**src/rtl/pps_detect.sv**
```systemverilog
// PPS input conditioner: synchronizes pps_in, emits one tick per rising edge,
// qualifies the edge-to-edge interval and tracks lock. Optional error
// statistics are built only when PPS_DETECT_STATS_EN is defined.
module pps_detect #(
  parameter  int CLK_FREQ    = 50_000_000,
  parameter  int TOL         = 1000,
  parameter  int SYNC_STAGES = 2,
  parameter  int LOCK_COUNT  = 4,
  localparam int W           = $clog2(CLK_FREQ + TOL + 2)
) (
  input  logic         rst_n,
  input  logic         clk,
  input  logic         pps_in,
  output logic         pps_pulse,
  output logic         pps_valid,
  output logic         pps_missing,
  output logic [W-1:0] period,
  output logic [7:0]   err_count
);

  localparam int GW = $clog2(LOCK_COUNT + 1);
  localparam logic [W-1:0] CNT_MAX = W'(CLK_FREQ + TOL + 1);
  localparam logic [W-1:0] CNT_HI  = W'(CLK_FREQ + TOL);
  localparam logic [W-1:0] CNT_LO  = W'(CLK_FREQ - TOL);

  typedef enum logic [1:0] {
    SEARCH  = 2'd0,
    ACQUIRE = 2'd1,
    LOCKED  = 2'd2
  } state_t;

  state_t                 state_q, state_d;
  logic [GW-1:0]          good_q, good_d;
  logic [W-1:0]           period_d;
  logic [W-1:0]           cnt_q;
  logic [SYNC_STAGES-1:0] sync_q;
  logic                   hist_q;
  logic                   pps_edge;
  logic                   interval_good;
  logic                   timeout;

  always_ff @(posedge clk or negedge rst_n) begin
    if (!rst_n) begin
      sync_q <= '0;
      hist_q <= 1'b0;
    end else begin
      sync_q <= {sync_q[SYNC_STAGES-2:0], pps_in};
      hist_q <= sync_q[SYNC_STAGES-1];
    end
  end

  assign pps_edge = sync_q[SYNC_STAGES-1] & ~hist_q;

  // Saturating count means cnt never wraps back into the good window while idle.
  always_ff @(posedge clk or negedge rst_n) begin
    if (!rst_n) begin
      cnt_q <= '0;
    end else if (pps_edge) begin
      cnt_q <= W'(1);
    end else if (cnt_q != CNT_MAX) begin
      cnt_q <= cnt_q + W'(1);
    end
  end

  assign interval_good = (cnt_q >= CNT_LO) && (cnt_q <= CNT_HI);
  assign timeout       = !pps_edge && (cnt_q == CNT_HI) && (state_q != SEARCH);

  always_comb begin
    state_d  = state_q;
    good_d   = good_q;
    period_d = period;
    case (state_q)
      SEARCH: begin
        if (pps_edge) begin
          state_d = ACQUIRE;
          good_d  = '0;
        end
      end
      ACQUIRE: begin
        if (pps_edge) begin
          period_d = cnt_q;
          if (interval_good) begin
            good_d = good_q + GW'(1);
            if (good_q + GW'(1) == GW'(LOCK_COUNT)) state_d = LOCKED;
          end else begin
            good_d = '0;
          end
        end else if (timeout) begin
          state_d = SEARCH;
        end
      end
      LOCKED: begin
        if (pps_edge) begin
          period_d = cnt_q;
          if (!interval_good) begin
            state_d = ACQUIRE;
            good_d  = '0;
          end
        end else if (timeout) begin
          state_d = SEARCH;
        end
      end
      default: begin
        state_d = SEARCH;
        good_d  = '0;
      end
    endcase
  end

  always_ff @(posedge clk or negedge rst_n) begin
    if (!rst_n) begin
      state_q     <= SEARCH;
      good_q      <= '0;
      period      <= '0;
      pps_pulse   <= 1'b0;
      pps_valid   <= 1'b0;
      pps_missing <= 1'b0;
    end else begin
      state_q     <= state_d;
      good_q      <= good_d;
      period      <= period_d;
      pps_pulse   <= pps_edge;
      pps_valid   <= (state_d == LOCKED);
      pps_missing <= timeout;
    end
  end

`ifdef PPS_DETECT_STATS_EN
  logic bad_evt;
  assign bad_evt = (pps_edge && (state_q != SEARCH) && !interval_good) || timeout;

  always_ff @(posedge clk or negedge rst_n) begin
    if (!rst_n) begin
      err_count <= 8'd0;
    end else if (bad_evt && (err_count != 8'hFF)) begin
      err_count <= err_count + 8'd1;
    end
  end
`else
  assign err_count = 8'd0;
`endif

endmodule
```
**config.mk**
```make
export PLATFORM = sky130hd
export DESIGN_NAME = pps_detect
export DESIGN_NICKNAME = d
export VERILOG_FILES = /design/src/rtl/pps_detect.sv
export SDC_FILE = /design/constraint.sdc
export NUM_CORES = 1
export LEC_CHECK = 0
export ABC_AREA = 1
export CORE_UTILIZATION = 40
export CTS_CLUSTER_DIAMETER = 30
export DETAILED_ROUTE_END_ITERATION = 10
export GPL_ROUTABILITY_DRIVEN = 0
export SLEW_MARGIN = 20
export SYNTH_ARGS = -nofsm -noshare
export SYNTH_HDL_FRONTEND = slang
export SYNTH_SLANG_ARGS = --single-unit
```
**constraint.sdc**
```tcl
create_clock -name clk -period 3.95 [get_ports clk]
set_input_delay 0.395 -clock clk [delete_from_list [all_inputs] [get_ports clk]]
set_output_delay 0.395 -clock clk [all_outputs]
set_load 0.01 [all_outputs]
```
==> results <==
- The flow ran to the end, and the final reports show no timing, DRC or antenna violations.
- The number of clock sinks is 63.
- Cells with a size suffix above 1 make up 13.9% of the layout.
- The power density over the cells is ~390 nW/um^2.
- The category of the worst setup path launch point is a flip-flop.
- STA puts the critical path data arrival time at about 2.5 ns.
- The remaining number of nets flagged by the antenna check after routing is 0.
- The total CTS buffers is 9.
- The worst flop-to-flop path startpoint is hist_q.
- The clock-pin transition on the worst setup and hold timing paths is roughly 0.060 ns.
- The total core area is around 7800 um^2.
- The count of different cell masters after synthesis is 33.
- The detailed-routing iteration count for the pre-antenna-repair pass is 4.
- The most used flip-flop cell after synthesis is dfrtp_1.
- The length of routed wiring on met1 is between 3000 and 4000 um.
- The slew of the pin with the lowest slew margin is 0.697 ns.
- The root buffer cell is clkbuf_8.
- After synthesis, the share of flip-flops with an asynchronous set or reset is between 90% and 100%.
- In this run, synthesis produced a sequential element count of 63.
- The tightest hold margin is around 0.097 ns.
- The global-route wire length before repair is 12,100 um.
- The number of hold buffers added after CTS was 0.
- STA puts the critical path data required time at 4.18 ns.
- The total of cells resized after clock tree synthesis is 0.
- The number of antenna violations at the first check in global routing was 0.
- The maximum achievable frequency is approximately 0.45 GHz.
- The final critical path takes up between 50 and 60% of the cycle.
- The met3 routed wirelength is ~270 um.
- The final layout contains 440 nets.
- After detailed routing, the average wire length per cell comes to around 14 um.
- The normalized max-slew margin is 53.6%.
- The routed design uses 3450 um of met2 wire.
- The aggregate global routing overflow is 0.
- The die is around 90 um wide.
- The die outline area is 8590 um^2.
- The number of top-level design ports is 40.
- The count of H-tree levels built during CTS is 3.
- The floorplan step set the die height to slightly above 90 um.
- Averaged over all synthesized cells, the footprint is about 8.4 um^2.
- The cell type with the largest total area after synthesis is dfrtp_1.
- Once detailed placement completed, the half-perimeter wirelength came to 5320 um.
- The area added between synthesis and finish is 16.7%.
- Setup repair after global routing left no endpoint under its margin.
- Adding up every negative setup slack in the final design gives 0 ns.
- The share of the Yosys chip area taken by registers is 47.9%.
- After synthesis, the cell types taking the most area are dfrtp_1 (48%), nand2_1 (8.9%), o21ai_0 (5.8%).
- The residual DRC count is 0.
- The via count of the first global-routing pass is 2,640.
- The number of inserted filler cells in the final layout is ~800.
- For this run, the number of Yosys warnings is 0.
- The worst register-to-register path ends at pps_valid.
- The number of instances in the synthesized netlist is between 300 and 400.
- The worst IR drop on VDD is between 0.2 and 0.25 mV.
- The maximum number of pins on one net before global-route repair is 38.
- The total routing resource utilization after global routing is 18.4%.
- The class of the tightest hold or removal check is primary input to asynchronous set/reset pin.
- The number of post-CTS setup repair buffers is 0.
- Leaving out fill and tap cells, the most frequent cell in the layout is nand2_1.
- The area fraction of the dominant cell type after synthesis is 47.9%.
- The number of endpoints with negative hold slack in the final report was 0.
- Clock skew on the completed layout was measured at 0.00381 ns.
- The leakage power figure is about 1.7 nW.
- The smallest clock period supported by the final layout is computed as around 2.2 ns.
- The count of input and output buffers is 31.
- The classification of the worst setup path is flip-flop to flip-flop.
- The floorplan has 32 rows.
- In the layout the commonest cells are nand2_1 (77), dfrtp_1 (63), o21ai_0 (38).
- The sequential standard cell area is 1580 um^2.
- The count of non-filler cells in the finished layout is around 530.
- The register-to-register path setup slack is 1.71 ns.
- The number of cells on the worst reg-to-reg path is 8.
- The routed layout has between 2,000 and 3,000 vias.
- The clock reaches the later pin of the worst-skew pair after roughly 0.34 ns.
- The number of synthesized flops with an enable pin is 0.
- The final max-slew violation count was 0.
- The violation count after the first detailed-routing iteration is between 150 and 200.
- For this configuration, the core starts out at a cell density of 41.9%.
- The via density per instance is 5.03.
- The worst setup path is captured at a flip-flop.
- The highest layer touched by signal routing is met4.
- Once placement completed, the tool counted placed cells totaling roughly 520.
- The number of antenna diodes in the final layout is 0.
- Setup violations remaining at the end of the flow were counted as 0.
- The post-synthesis instance area is 3290 um^2.
- The TritonCTS clock tree is done.
- The total area of multi-input combinational cells is between 1000 and 1500 um^2.
- Wires add up to 7290 um.
- The count of maximum capacitance violations is 0.
- Along the worst path, the maximum fanout reaches 19.
- The clock passes through at most 2 buffers.
[cells by family after synthesis]
kind of cell	Yosys count	synth area share, %
compound gates	63	10.1
xor+xnor	4	1.06
fa+ha+maj	9	3.42
buf+inv	64	8.29
flops	63	47.9
mux	4	1.37
other cells	1	0.114
simple gates	185	27.7
[layer usage]
layer  track usage, %  up-vias
li1                 -     1325
met1             23.1     1281
met2             29.8       62
met3             4.52       15
met4             8.59        0
met5                0        -
[cell usage after synthesis (6+ instances only)]
library cell  instances
nand3_1              16
nand2_2               8
inv_1                36
nand4_1               8
o21ai_0              38
a21oi_1              16
buf_4                 8
dfrtp_1              63
nor2_1               34
clkbuf_1              6
nor3_1               17
nand2_1              78
ha_1                  9
inv_2                10
[sequential cells by signal (all words and copies together) (netlist names)]
name / count
sync_q: 2
state_q: 2
cnt_q: 26
pps_valid: 1
good_q: 3
pps_pulse: 1
pps_missing: 1
period: 26
hist_q: 1
[per-stage QoR]
stage / setup WS, ns / total power, mW / cell area (um^2) / utilization, %
finish: 1.71 / 1.49 / 3840 / 48.9
global route: 1.46 / 1.57 / 3840 / 48.9
CTS: 1.59 / 1.50 / 3840 / 48.9
detailed placement: 1.60 / 1.02 / 3670 / 46.8
global placement: 1.70 / 1.01 / 3670 / 46.8
floorplan: 2.32 / 0.916 / 3320 / -
[layout make-up]
| type | instances | area share (%) |
|---|---|---|
| flip-flops and latches | 63 | 41.1 |
| multi-input cells | 273 | 38.3 |
| repair buffers | 33 | 8.34 |
| inverters | 48 | 4.73 |
| clock buffers | 13 | 4.14 |
| well taps | 102 | 3.32 |
| clock inverters | 1 | 0.130 |
[where the power goes]
part | total (mW) | internal (mW) | switching, mW | leakage (nW)
logic | 0.273 | 0.108 | 0.165 | 0.806
registers | 0.732 | 0.693 | 0.0393 | 0.859
clock network | 0.484 | 0.254 | 0.230 | 0.0854
[how the worst max path moves through the flow]
| stage | from | endpoint | cells past startpoint |
|---|---|---|---|
| after floorplan | state_q[0] | period[0] | 6 |
| after global routing | hist_q | pps_valid | 8 |
| final | hist_q | pps_valid | 8 |
| after detailed placement | hist_q | period[5] | 5 |
| after CTS | hist_q | period[5] | 5 |
| after global placement | hist_q | period[7] | 5 |
[worst max-delay path: stages (launching register included)]
cell      delay, ns
dfrtp_1        0.39
nor2_4         0.42
clkinv_1       0.60
nand3_1        0.29
o21ai_0        0.11
inv_1          0.07
nand2_1        0.06
a21oi_2        0.14
nor2_1         0.05
(Power assumes the default switching activity.)
